[config.mk]
export PLATFORM = sky130hd
export DESIGN_NAME = instr_stream_encoder
export DESIGN_NICKNAME = d
export VERILOG_FILES = /design/src/rtl/mips_instr_pkg.sv /design/src/rtl/instr_word_encoder.sv /design/src/rtl/instr_stream_encoder.sv
export SDC_FILE = /design/constraint.sdc
export NUM_CORES = 1
export LEC_CHECK = 0
export ABC_AREA = 1
export CELL_PAD_IN_SITES_DETAIL_PLACEMENT = 1
export CELL_PAD_IN_SITES_GLOBAL_PLACEMENT = 1
export CORE_UTILIZATION = 30
export CTS_BUF_LIST = sky130_fd_sc_hd__clkbuf_2
export CTS_CLUSTER_DIAMETER = 40
export CTS_CLUSTER_SIZE = 16
export DETAILED_ROUTE_END_ITERATION = 7
export PLACE_DENSITY_LB_ADDON = 0.1
export SYNTH_ARGS = -nofsm -noshare
export SYNTH_HDL_FRONTEND = slang
export SYNTH_SLANG_ARGS = --single-unit
export TNS_END_PERCENT = 20
[constraint.sdc]
create_clock -name clk -period 7.6 [get_ports clk]
set_input_delay 1.52 -clock clk [delete_from_list [all_inputs] [get_ports clk]]
set_output_delay 1.52 -clock clk [all_outputs]
set_load 0.005 [all_outputs]
[src/rtl/mips_instr_pkg.sv]
`default_nettype none
// +--------------------------------------------------------------------------+
// | Module   : mips_instr_pkg                                                |
// | Purpose  : Shared MIPS instruction constants: symbolic op enumeration,   |
// |            primary opcodes, SPECIAL funct codes and word-packing helpers.|
// |            The core's instruction type decoder uses the same constants.  |
// | Ports    : none (package)                                                |
// | Revision : 1.0 - initial release                                         |
// +--------------------------------------------------------------------------+
package mips_instr_pkg;

  // Symbolic operation; encodings 29..31 are illegal.
  typedef enum logic [4:0] {
    OP_ADD   = 5'd0,
    OP_SUB   = 5'd1,
    OP_AND   = 5'd2,
    OP_OR    = 5'd3,
    OP_SLT   = 5'd4,
    OP_SLTU  = 5'd5,
    OP_ADDI  = 5'd6,
    OP_ANDI  = 5'd7,
    OP_ORI   = 5'd8,
    OP_LUI   = 5'd9,
    OP_LB    = 5'd10,
    OP_LH    = 5'd11,
    OP_LW    = 5'd12,
    OP_SB    = 5'd13,
    OP_SH    = 5'd14,
    OP_SW    = 5'd15,
    OP_MULT  = 5'd16,
    OP_MULTU = 5'd17,
    OP_DIV   = 5'd18,
    OP_DIVU  = 5'd19,
    OP_MFHI  = 5'd20,
    OP_MFLO  = 5'd21,
    OP_MTHI  = 5'd22,
    OP_MTLO  = 5'd23,
    OP_BEQ   = 5'd24,
    OP_BNE   = 5'd25,
    OP_JAL   = 5'd26,
    OP_JR    = 5'd27,
    OP_NOP   = 5'd28
  } op_e;

  // Primary opcodes (instruction bits [31:26]).
  localparam logic [5:0] c_opc_special = 6'h00;
  localparam logic [5:0] c_opc_jal     = 6'h03;
  localparam logic [5:0] c_opc_beq     = 6'h04;
  localparam logic [5:0] c_opc_bne     = 6'h05;
  localparam logic [5:0] c_opc_addi    = 6'h08;
  localparam logic [5:0] c_opc_andi    = 6'h0C;
  localparam logic [5:0] c_opc_ori     = 6'h0D;
  localparam logic [5:0] c_opc_lui     = 6'h0F;
  localparam logic [5:0] c_opc_lb      = 6'h20;
  localparam logic [5:0] c_opc_lh      = 6'h21;
  localparam logic [5:0] c_opc_lw      = 6'h23;
  localparam logic [5:0] c_opc_sb      = 6'h28;
  localparam logic [5:0] c_opc_sh      = 6'h29;
  localparam logic [5:0] c_opc_sw      = 6'h2B;

  // SPECIAL funct codes (instruction bits [5:0]).
  localparam logic [5:0] c_fn_jr    = 6'h08;
  localparam logic [5:0] c_fn_mfhi  = 6'h10;
  localparam logic [5:0] c_fn_mthi  = 6'h11;
  localparam logic [5:0] c_fn_mflo  = 6'h12;
  localparam logic [5:0] c_fn_mtlo  = 6'h13;
  localparam logic [5:0] c_fn_mult  = 6'h18;
  localparam logic [5:0] c_fn_multu = 6'h19;
  localparam logic [5:0] c_fn_div   = 6'h1A;
  localparam logic [5:0] c_fn_divu  = 6'h1B;
  localparam logic [5:0] c_fn_add   = 6'h20;
  localparam logic [5:0] c_fn_sub   = 6'h22;
  localparam logic [5:0] c_fn_and   = 6'h24;
  localparam logic [5:0] c_fn_or    = 6'h25;
  localparam logic [5:0] c_fn_slt   = 6'h2A;
  localparam logic [5:0] c_fn_sltu  = 6'h2B;

  // SPECIAL-format word; shamt is never used by the supported ops.
  function automatic logic [31:0] pack_r(input logic [4:0] rs, input logic [4:0] rt,
                                         input logic [4:0] rd, input logic [5:0] funct);
    return {c_opc_special, rs, rt, rd, 5'd0, funct};
  endfunction

  function automatic logic [31:0] pack_i(input logic [5:0] opcode, input logic [4:0] rs,
                                         input logic [4:0] rt, input logic [15:0] imm);
    return {opcode, rs, rt, imm};
  endfunction

  function automatic logic [31:0] pack_j(input logic [5:0] opcode, input logic [25:0] target);
    return {opcode, target};
  endfunction

endpackage
`default_nettype wire

[src/rtl/instr_word_encoder.sv]
`default_nettype none
// +--------------------------------------------------------------------------+
// | Module   : instr_word_encoder                                            |
// | Purpose  : Combinational encoder from symbolic op plus fields to a       |
// |            32-bit MIPS word. Fields the op does not use are forced to 0. |
// | Ports    : i_op[4:0]       symbolic operation (op_e encoding)            |
// |            i_rs/i_rt/i_rd  register fields                               |
// |            i_imm[25:0]     immediate ([15:0] I-type, [25:0] JAL)         |
// |            o_word[31:0]    encoded word (0 when illegal)                 |
// |            o_illegal       op encoding is not a defined operation        |
// | Revision : 1.0 - initial release                                         |
// +--------------------------------------------------------------------------+
module instr_word_encoder
  import mips_instr_pkg::*;
(
  input  logic [4:0]  i_op,
  input  logic [4:0]  i_rs,
  input  logic [4:0]  i_rt,
  input  logic [4:0]  i_rd,
  input  logic [25:0] i_imm,
  output logic [31:0] o_word,
  output logic        o_illegal
);

  op_e         w_op;
  logic [15:0] w_imm16;

  assign w_op    = op_e'(i_op);
  assign w_imm16 = i_imm[15:0];

  always_comb begin
    o_word    = 32'd0;
    o_illegal = 1'b0;
    case (w_op)
      OP_ADD:   o_word = pack_r(i_rs, i_rt, i_rd, c_fn_add);
      OP_SUB:   o_word = pack_r(i_rs, i_rt, i_rd, c_fn_sub);
      OP_AND:   o_word = pack_r(i_rs, i_rt, i_rd, c_fn_and);
      OP_OR:    o_word = pack_r(i_rs, i_rt, i_rd, c_fn_or);
      OP_SLT:   o_word = pack_r(i_rs, i_rt, i_rd, c_fn_slt);
      OP_SLTU:  o_word = pack_r(i_rs, i_rt, i_rd, c_fn_sltu);
      OP_ADDI:  o_word = pack_i(c_opc_addi, i_rs, i_rt, w_imm16);
      OP_ANDI:  o_word = pack_i(c_opc_andi, i_rs, i_rt, w_imm16);
      OP_ORI:   o_word = pack_i(c_opc_ori,  i_rs, i_rt, w_imm16);
      OP_LUI:   o_word = pack_i(c_opc_lui,  5'd0, i_rt, w_imm16);
      OP_LB:    o_word = pack_i(c_opc_lb,   i_rs, i_rt, w_imm16);
      OP_LH:    o_word = pack_i(c_opc_lh,   i_rs, i_rt, w_imm16);
      OP_LW:    o_word = pack_i(c_opc_lw,   i_rs, i_rt, w_imm16);
      OP_SB:    o_word = pack_i(c_opc_sb,   i_rs, i_rt, w_imm16);
      OP_SH:    o_word = pack_i(c_opc_sh,   i_rs, i_rt, w_imm16);
      OP_SW:    o_word = pack_i(c_opc_sw,   i_rs, i_rt, w_imm16);
      // HI/LO ops write no GPR, so rd is zero.
      OP_MULT:  o_word = pack_r(i_rs, i_rt, 5'd0, c_fn_mult);
      OP_MULTU: o_word = pack_r(i_rs, i_rt, 5'd0, c_fn_multu);
      OP_DIV:   o_word = pack_r(i_rs, i_rt, 5'd0, c_fn_div);
      OP_DIVU:  o_word = pack_r(i_rs, i_rt, 5'd0, c_fn_divu);
      OP_MFHI:  o_word = pack_r(5'd0, 5'd0, i_rd, c_fn_mfhi);
      OP_MFLO:  o_word = pack_r(5'd0, 5'd0, i_rd, c_fn_mflo);
      OP_MTHI:  o_word = pack_r(i_rs, 5'd0, 5'd0, c_fn_mthi);
      OP_MTLO:  o_word = pack_r(i_rs, 5'd0, 5'd0, c_fn_mtlo);
      OP_BEQ:   o_word = pack_i(c_opc_beq,  i_rs, i_rt, w_imm16);
      OP_BNE:   o_word = pack_i(c_opc_bne,  i_rs, i_rt, w_imm16);
      OP_JAL:   o_word = pack_j(c_opc_jal,  i_imm);
      OP_JR:    o_word = pack_r(i_rs, 5'd0, 5'd0, c_fn_jr);
      OP_NOP:   o_word = 32'd0;
      default:  o_illegal = 1'b1;
    endcase
  end

endmodule
`default_nettype wire

[src/rtl/instr_stream_encoder.sv]
`default_nettype none
// +--------------------------------------------------------------------------+
// | Module   : instr_stream_encoder                                          |
// | Purpose  : Accepts symbolic instructions over valid/ready, encodes them  |
// |            to MIPS words, buffers them in a DEPTH-entry FIFO and emits   |
// |            them with an auto-incrementing word address.                  |
// | Ports    : clk, rst_n (async, active-low), clear (sync flush)            |
// |            in_valid/in_ready, in_op, in_rs, in_rt, in_rd, in_imm         |
// |            out_valid/out_ready, out_instr, out_addr                      |
// |            err  sticky flag: an illegal op was accepted                  |
// | Revision : 1.0 - initial release                                         |
// +--------------------------------------------------------------------------+
module instr_stream_encoder
  import mips_instr_pkg::*;
#(
  parameter int          DEPTH     = 4,
  parameter logic [31:0] BASE_ADDR = 32'h0000_3000
) (
  input  logic        clk,
  input  logic        rst_n,
  input  logic        clear,
  input  logic        in_valid,
  output logic        in_ready,
  input  logic [4:0]  in_op,
  input  logic [4:0]  in_rs,
  input  logic [4:0]  in_rt,
  input  logic [4:0]  in_rd,
  input  logic [25:0] in_imm,
  output logic        out_valid,
  input  logic        out_ready,
  output logic [31:0] out_instr,
  output logic [31:0] out_addr,
  output logic        err
);

  localparam int              c_aw       = $clog2(DEPTH);
  localparam logic [c_aw-1:0] c_ptr_one  = c_aw'(1);
  localparam logic [c_aw:0]   c_cnt_one  = (c_aw + 1)'(1);
  localparam logic [c_aw:0]   c_cnt_full = (c_aw + 1)'(DEPTH);

  logic [31:0]     r_mem [DEPTH];
  logic [c_aw-1:0] r_wr_ptr;
  logic [c_aw-1:0] r_rd_ptr;
  logic [c_aw:0]   r_count;
  logic [31:0]     r_addr;
  logic            r_err;

  logic [31:0]     w_word;
  logic            w_illegal;
  logic            w_accept;
  logic            w_push;
  logic            w_pop;

  instr_word_encoder u_enc (
    .i_op      (in_op),
    .i_rs      (in_rs),
    .i_rt      (in_rt),
    .i_rd      (in_rd),
    .i_imm     (in_imm),
    .o_word    (w_word),
    .o_illegal (w_illegal)
  );

  // Ready depends on occupancy only: no pop-enables-push bypass when full.
  assign in_ready  = (r_count != c_cnt_full);
  assign out_valid = (r_count != '0);
  assign out_instr = out_valid ? r_mem[r_rd_ptr] : 32'd0;
  assign out_addr  = r_addr;
  assign err       = r_err;

  // clear drops anything handshaken in the same cycle.
  assign w_accept = in_valid & in_ready;
  assign w_push   = w_accept & ~w_illegal & ~clear;
  assign w_pop    = out_valid & out_ready & ~clear;

  // Storage has no reset: out_instr is masked whenever the FIFO is empty.
  always_ff @(posedge clk) begin
    if (w_push) begin
      r_mem[r_wr_ptr] <= w_word;
    end
  end

  always_ff @(posedge clk or negedge rst_n) begin
    if (!rst_n) begin
      r_wr_ptr <= '0;
      r_rd_ptr <= '0;
      r_count  <= '0;
      r_addr   <= BASE_ADDR;
      r_err    <= 1'b0;
    end else if (clear) begin
      r_wr_ptr <= '0;
      r_rd_ptr <= '0;
      r_count  <= '0;
      r_addr   <= BASE_ADDR;
      r_err    <= 1'b0;
    end else begin
      if (w_push) begin
        r_wr_ptr <= r_wr_ptr + c_ptr_one;
      end
      if (w_pop) begin
        r_rd_ptr <= r_rd_ptr + c_ptr_one;
        r_addr   <= r_addr + 32'd4;
      end
      case ({w_push, w_pop})
        2'b10:   r_count <= r_count + c_cnt_one;
        2'b01:   r_count <= r_count - c_cnt_one;
        default: r_count <= r_count;
      endcase
      if (w_accept && w_illegal) begin
        r_err <= 1'b1;
      end
    end
  end

endmodule
`default_nettype wire

* Word level (Yosys, flattened, before mapping)
Memory sizes are Yosys's and may differ from the RTL's.
Cells that the tools add are included.
** Cells by class
- Bitwise gates (word level) :: 6
- Muxes and demuxes :: 15
- $add $sub $neg :: 5
- Eq/ne operators :: 31
- Reduce and logical (&&, ||, !) cells :: 8
** Operator list (count)
- case mux 32 bit (28 select lines) :: 1
- two-way mux 32 bit :: 3
- == test 5 bit (second input constant) :: 13
- == test 5 x 4 -> 1 bit (second input constant) :: 8
- adder 32 x 3 -> 32 bit (second input constant) :: 1
- OR reduction 29 bit :: 1
- == test 5 x 3 -> 1 bit (second input constant) :: 4
- == test 5 x 2 -> 1 bit (second input constant) :: 2
- two-way mux 2 bit :: 4
- case mux 3 bit (2 select lines) :: 1
- nonzero test 2 bit :: 3
- nonzero test 3 bit :: 2
- AND 1 bit :: 5
- == test 5 x 1 -> 1 bit (second input constant) :: 1
- zero test 5 bit :: 1
- two-way mux 1 bit :: 5
- adder 2 x 1 -> 2 bit (second input constant) :: 2
- adder 3 x 1 -> 3 bit (second input constant) :: 1
- two-way mux 3 bit :: 1
- != test 3 bit (second input constant) :: 1
- subtractor 3 x 1 -> 3 bit (second input constant) :: 1
- == test 2 x 1 -> 1 bit (second input constant) :: 1
- == test 2 bit (second input constant) :: 1
- logical AND 1 bit :: 1
- inverter 1 bit :: 1
** Storage, ports and cells
- Bits of input ports :: 51
- Logic and storage cells :: 71
- RAM bits :: 128
- Output and inout bits :: 67
- Register bits after elaboration :: 40
- Memories :: 1
** Memory list
- r_mem :: depth 4, bits a word 32, rd ports 1, clocked after Yosys merged registers in 0, wr ports 1, RTL line instr_stream_encoder.sv:41 : logic [31:0] r_mem [DEPTH];

* Depth between registers and ports, before layout
Gate-level depths: netlist of the first run.
- Depth in word-level cells :: 7
- Depth in mapped cells :: 15

* Modules after synthesis
From an unflattened synthesis of the first run, not the netlist that was laid out.
** Second synthesis, totals
- Cells, all modules :: 884
- Area total of the unflattened synthesis :: 8085.3 um^2
** By module, submodules not included
- instr_stream_encoder :: times used 1, area an instance 7362.1 um^2, cells an instance 719
- instr_word_encoder :: times used 1, area an instance 723.2 um^2, cells an instance 165

* Worst setup path before layout of the first run
No wires, ideal clock.
- Path type :: input -> register
- Start point :: input port in_op[0]
- End point :: memory r_mem[0][0], enable pin
- Arrival time :: 3.532 ns
- Cell stages on the path :: 8
- Library setup time :: 0.419 ns
- Path slack :: 3.649 ns
- Cell sequence :: buf_4 inv_1 nand2_1 nand4_1 nand2_2 inv_1 nand2_1 nor2_1
** Between the ends
- Word-level cells in the longest chain between the ends :: 6
- Elaborated cells between the ends (all ways) :: 34
- Classes of those cells :: eq/ne: 28; mux: 2; bitwise: 2; reduce/logical: 2
** Ends and longest elaborated chain
- start: declaration :: RTL line instr_stream_encoder.sv:24 : input logic [4:0] in_op,
- == test 5 x 1 -> 1 bit, or another cell as far along :: RTL line instr_word_encoder.sv:34 : case (w_op)
- OR reduction 29 bit (no line) (*)
- AND 1 bit (*) (2 in series) :: RTL line instr_stream_encoder.sv:73 : assign w_push = w_accept & ~w_illegal & ~clear;
- two-way mux 1 bit (*) :: RTL line instr_stream_encoder.sv:78 : if (w_push) begin
- two-way mux 1 bit (not written as such) (*) :: RTL line instr_stream_encoder.sv:79 : r_mem[r_wr_ptr] <= w_word;
- end: declaration :: RTL line instr_stream_encoder.sv:41
Mark *: on every way between the ends. The rest lies on a longest branch, timed or not.

* Worst setup path in the final report of the first run
- Start point :: register r_rd_ptr[0]
- End point :: output port out_instr[18]
** Between the ends
- Word-level cells in the longest chain between the ends :: 2
** Ends and longest elaborated chain
- start: declaration :: RTL line instr_stream_encoder.sv:43 : logic [c_aw-1:0] r_rd_ptr;
- start signal: assignment :: RTL line instr_stream_encoder.sv:101 : r_rd_ptr <= r_rd_ptr + c_ptr_one;
- memory (4 x 32 bit)
- two-way mux 32 bit :: RTL line instr_stream_encoder.sv:67 : assign out_instr = out_valid ? r_mem[r_rd_ptr] : 32'd0;
- end: declaration :: RTL line instr_stream_encoder.sv:31 : output logic [31:0] out_instr,
No other way between the ends.

==> results.md, run 1 <==
- Pre-Repair DR Iteration Count: 4
- Final WL: 22900 um
- Final estimated routing congestion in global placement: 0.811
- YS warnings: 0
- Chip width: 164 um
- GR Layer Usage met3: 2.66%
- Asr flop ratio synth: 23.5%
- Count leader, synth: nor2_1
- Seq/Total Area, Yosys: 59.1%
- Flip-flop and latch count after synthesis: 162
- RSZ-0062 raised after global routing: no
- Filler Cells Inserted: 3054
- Core box area: 26000 um^2
- Fin crit period: 4890 ps
- HP Class: flop to flop
- Initial antenna violation count: 1
- Remaining DRCs: 0
- EDFF count, synth: 124
- DRT iter0 DRCs: 305
- Gate Count Post-Synth: 875
- Slew Limit Fails: 0
- WP data arrival: 3370 ps
- # clock sinks: 162
- Number of global-route vias before repair: 6424
- Critical path peak fanout: 33
- Synth area leader: edfxtp_1
- Mean Syn Cell Area: 9.04 um^2
- Num CTS Buffers: 17
- Critical Path RT: 6080 ps
- TritonCTS clock tree: built
- Top-area cell type share of the netlist area: 47.1%
- Die area: 27000 um^2
- IO Port Bufs: 114
- Post-CTS Hold Fix Bufs: 0
- Setup violators final: 0
- Leak pwr: 3.58 nW
- Number of max-cap violations: 0
- Final nets: 1035
- Yosys cell types: 39
- GRT met2 Usage: 30.4%
- Clk_skew: 43.0 ps
- Vias: 6269
- CP endpoint kind: output pin
- Crit path largest cell delay: 760 ps
- CP Cell Sequence: inv_1, buf_4, o21ai_0, a21oi_1, clkdlybuf4s50_1
- DIE HEIGHT: 164 um
- Area of the multi-input gates: 2850 um^2
- Sum of negative setup slack: 0 ps
- Total global-route track usage: 17.5%
- # IOs: 118
- Final ANT Viol Nets: 0
- Power density cells: 180 nW/um^2
- Period utilisation layout: 64.4%
- Rows: 59
- Final Instance Area: 9640 um^2
- Layout cell share with drive strength beyond 1: 7.16%
- Clk buf depth: 2
- Clock H-tree levels: 4
- Measured slew at the worst slew-check pin: 1110 ps
- Worst Path Class, Setup: flop to output pin
- CP max-delay cell: inv_1
- P&R area growth vs syn: 21.9%
- Most Used Layer, Global Route: met2
- Post-synthesis cell area: 7910 um^2
- Avg WL per Cell: 17.2 um
- Post-synth top cells: nor2_1, nand2_1, edfxtp_1
- Post-synth top flop: edfxtp_1
- HPWL Detailed: 15400 um
- Root Buffer: clkbuf_2
- Insertion delay to the later sink of the worst-skew pair: 740 ps
- Worst VDD drop: 0.0000720 V
- Post-CTS Setup Repair Bufs: 0
- Synth top area cells: edfxtp_1, dfrtp_1, nor2_1
- Starting Density: 30.5%
- Largest net degree at the start of global routing: 64
- FMAX: 0.204 GHz
- Rel. slew slack: 25.5%
- CP startpoint kind: flop
- Detail-routed via count per cell: 4.72
- Final hold vios: 0
- Resized cells post-CTS: 0
- Status: finished clean
- Global-route wire length before repair: 35700 um
- Placed cell areas: 9370 um^2
- Gr ovfl total: 0
- Clock slew seen by the registers of the worst setup and hold paths: 250 ps
- Register area: 4680 um^2
- M1 GR Usage: 23.0%
## state kept, by name (all words and copies together), names as in the netlist
signal	flops
r_mem	124
out_addr	30
r_count	3
r_rd_ptr	2
r_wr_ptr	2
err	1
## per-stage QoR
stage                     hold slack, ps  instances  setup WS (ps)  util [%]  total power [mW]
after floorplan                      486        877           3650         -              1.12
after global placement               513       1294           3000      36.0              1.24
after detailed placement             506       1294           2990      36.0              1.24
after CTS                            563       1326           2610      37.1              1.76
after global routing                 607       1327           2470      37.1              1.81
final                                562       1327           2710      37.1              1.74
## worst paths after layout
| check | start | endpoint | depth (start not counted) | slack, ps |
|---|---|---|---|---|
| max | r_rd_ptr[0] | out_instr[18] | 5 | 2710 |
| min | err | err | 2 | 560 |
| max reg2reg | r_count[0] | r_mem[1][20] | 6 | 5000 |
| min reg2reg | err | err | 2 | 560 |
| max in group asynchronous | rst_n | r_rd_ptr[0] | 1 | 6030 |
| min in group asynchronous | rst_n | out_addr[23] | 1 | 860 |
## worst max-delay path, delay by kind of cell, from the launching register on
kind	cells	cell delay [ps]
buffers and inverters	3	1780
DFF	1	450
AOI/OAI and AO/OA	2	430
## cell families after synthesis
logic type	count (synthesis)	share of synthesized area [%]
AOI/OAI and AO/OA	160	10.9
xor gates and xnor gates	3	0.332
DFF	162	59.1
buffers and inverters	103	5.38
other	1	0.0474
and+or+nand+nor	440	23.2
adders and majority gates	6	1.04
## final cells by class
cell class / count / share of cell area [%]
Tap cell: 335 / 4.35
Antenna cell: 1 / 0.0260
Multi-Input combinational cell: 612 / 29.5
Timing Repair Buffer: 119 / 12.2
Clock inverter: 15 / 1.96
Sequential cell: 162 / 48.5
Inverter: 66 / 2.57
Clock buffer: 17 / 0.882
## power by group
group	leakage, nW	internal [mW]	switching (mW)	total, mW
Sequential	1.67	0.987	0.00822	0.995
Combinational	1.75	0.0824	0.137	0.219
Clock	0.162	0.170	0.354	0.525
Total	3.58	1.24	0.499	1.74
## per-layer routing
metal	up-vias	routed length, um
met4	0	262
met2	93	11100
met1	3009	10900
li1	3152	-
met3	15	576
met5	-	0
## cells in the final DEF, fill, tap and decap left out, types with 2 or more instances in the layout
master,instances
a211oi_1,3
a21oi_1,39
a21oi_2,2
a22o_1,6
a31oi_1,2
buf_4,5
bufinv_16,2
clkbuf_2,17
clkdlybuf4s50_1,113
conb_1,3
dfrtp_1,35
dfstp_2,2
edfxtp_1,124
ha_1,5
inv_1,62
inv_2,4
inv_6,4
inv_8,5
nand2_1,169
nand2_2,7
nand3_1,45
nand4_1,13
nor2_1,185
nor2_2,5
nor2_4,5
nor3_1,3
nor3_2,3
nor4_2,2
o211ai_1,4
o21ai_0,93
o21ai_1,7
xor2_1,3
Power figures use the tool's default switching activity.
==> run 2, diff against run 1 <==
Clock period 7.6 ns to 4.6 ns, I/O delays scaled along.
==> run 2 against run 1 <==
  * Worst hold slack lost 320 ps
  * Utilization rose by 0.26 points
  * Via count grew 0.91%
  * Routed wire length increased by 0.89%
  * Critical path depth up 1
  * Clock skew is 17 ps higher
  * Total power is 61% higher
  * Clock-buffer cell count unchanged
  * Non-clock buffer count rose by 10
  * Register-to-register slack worse by 2800 ps
==> results.md, run 2 (synthesis results as in run 1) <==
- Number of max-cap violations: 0 (unchanged)
- DIE HEIGHT: 164 um (unchanged)
- Final Instance Area: 9710 um^2 (+0.71%)
- Reg with most FFs: r_mem
- Critical Path RT: 3680 ps (-2400 ps)
- CP Cell Sequence: buf_4, nor2_1, nor2_1, o21ai_0, a21oi_1, clkdlybuf4s50_1
- HPWL Detailed: 15800 um (+3.0%)
- Leak pwr: 3.62 nW (+1.2%)
- Clock slew seen by the registers of the worst setup and hold paths: 330 ps (+80 ps)
- Number of global-route vias before repair: 6443 (+0.30%)
- CP delay by family, top: buffers and inverters
- Crit-path most repeated cell: nor2_1
- DRT iter0 DRCs: 267 (-12%)
- Commonest non-fill, non-tap cell in the layout: nor2_1
- Setup violators final: 0 (unchanged)
- Final estimated routing congestion in global placement: 0.819 (+0.99%)
- Register area: 4680 um^2 (unchanged)
- Final Core Density: 37.4% (+0.26 points)
- Post-CTS Setup Repair Bufs: 0 (unchanged)
- Detail-routed via count per cell: 4.73 (+0.15%)
- Layout cell share with drive strength beyond 1: 7.99% (+0.83 points)
- Reg2Reg Depth: 13 (+7)
- Fin crit period: 4050 ps
- CP max-delay cell: dfrtp_2
- Slew Limit Fails: 0 (unchanged)
- Total global-route track usage: 17.7% (+0.19 points)
- Insertion delay to the later sink of the worst-skew pair: 770 ps (+30 ps)
- # IOs: 118 (unchanged)
- Clock H-tree levels: 4 (unchanged)
- Rel. slew slack: 34.3% (+8.7 points)
- Remaining DRCs: 0 (unchanged)
- Resized cells post-CTS: 0 (unchanged)
- Vias: 6326 (+0.91%)
- Filler Cells Inserted: 3058 (+0.13%)
- HP Class: input port to async pin
- Crit path largest cell delay: 770 ps (about the same)
- Pre-Repair DR Iteration Count: 5 (+1)
- Critical path peak fanout: 38 (+15%)
- Core box area: 26000 um^2 (unchanged)
- Worst Path Class, Setup: flop to output pin
- Fin cells: 1337 (+0.75%)
- Period utilisation layout: 88.0%
- Final WL: 23100 um (+0.89%)
- Most frequent cells in the layout: nor2_1, nand2_1, edfxtp_1
- FMAX: 0.247 GHz
- CP Buf/Inv Count: 2 (-1)
- Status: finished clean
- Max reg flops: 124 (unchanged)
- Reg2reg end: r_count[2]
- Num CTS Buffers: 17 (unchanged)
- R2R Path Start: r_count[0]
- Clk buf depth: 2 (unchanged)
- R2R setup slack: 2190 ps (-2810 ps)
- IO Port Bufs: 114 (unchanged)
- CP startpoint kind: flop
- # clock sinks: 162 (unchanged)
- Final ANT Viol Nets: 0 (unchanged)
- TritonCTS clock tree: built
- Root Buffer: clkbuf_2
- Global-route wire length before repair: 36100 um (+1.2%)
- Area of the multi-input gates: 2850 um^2 (unchanged)
- Initial antenna violation count: 1 (unchanged)
- P&R area growth vs syn: 22.7%
- WP data arrival: 3130 ps (-240 ps)
- Final hold vios: 0 (unchanged)
- Sum of negative setup slack: 0 ps (unchanged)
- Final nets: 1045 (+0.97%)
- Clk_skew: 60.4 ps (+17.4 ps)
- Die area: 27000 um^2 (unchanged)
- Post-CTS Hold Fix Bufs: 0 (unchanged)
- Measured slew at the worst slew-check pin: 986 ps (-129 ps)
- CP endpoint kind: output pin
- RSZ-0062 raised after global routing: no
- Power density cells: 288 nW/um^2 (+60%)
- Worst VDD drop: 0.000116 V (+62%)
- Avg WL per Cell: 17.3 um (+0.13%)
- Starting Density: 30.5% (unchanged)
- Rows: 59 (unchanged)
- Placed cell areas: 9450 um^2 (+0.94%)
- Dpl cells: 1304 (+0.77%)
- Largest net degree at the start of global routing: 53 (-17%)
- Chip width: 164 um (unchanged)
- Gr ovfl total: 0 (unchanged)
-- run 2: cell count changes in the layout (fill, tap and decap cells not counted) --
cell / change
buf_4: +9
buf_12: +1
clkinv_8: +4
clkinv_2: -1
clkinv_4: +2
bufinv_16: -2
inv_6: -2
inv_8: -2
clkinv_1: +1
-- run 2: power by group --
group	internal [mW]	total (mW)	switching [mW]
combinational	0.143	0.364	0.221
clock	0.181	0.787	0.606
sequential	1.63	1.65	0.0196
total	1.95	2.80	0.846
-- run 2: cell type report --
type	count	share of cell area (%)
multi-input cells	612	29.3
inverters	66	2.55
flip-flops and latches	162	48.2
repair buffers	129	13.0
clock buffers	17	0.876
clock inverters	15	1.75
diodes	1	0.0258
well taps	335	4.32
-- run 2: worst max-delay path by stage --
stage                           start            to  slack (ps)  cells after the start
after floorplan              in_op[0]   r_mem[0][0]        1250                      8
after global placement       in_op[1]   r_mem[1][3]         970                      9
after detailed placement     in_op[1]   r_mem[1][9]         890                      9
after CTS                 r_rd_ptr[0]  out_instr[5]         390                      6
after global routing      r_rd_ptr[0]  out_instr[5]         200                      6
final                     r_rd_ptr[0]  out_instr[5]         550                      6
-- run 2: worst register-to-register path: stages (launching register included) --
cell	delay, ps
dfrtp_1	500
nor2_2	190
nand2_1	150
nand2_2	290
nor2_2	130
nand2_2	150
inv_1	70
fa_1	370
xor2_1	210
nand3_1	100
nand2_1	70
inv_1	40
nand2_1	50
nand2_1	50
-- run 2: metal layers --
layer	up-vias	track usage [%]	wire, um
met5	-	0	0
met2	97	30.2	11200
met1	3037	23.8	11100
li1	3182	-	-
met4	0	3.84	186
met3	10	2.64	540
-- run 2: stage by stage --
| stage | worst slack [ps] | power [mW] | hold slack, ps |
|---|---|---|---|
| floorplan | 1250 | 1.86 | 486 |
| global placement | 973 | 2.05 | 491 |
| detailed placement | 889 | 2.06 | 500 |
| CTS | 387 | 2.85 | 210 |
| global route | 201 | 2.94 | 247 |
| finish | 551 | 2.80 | 245 |
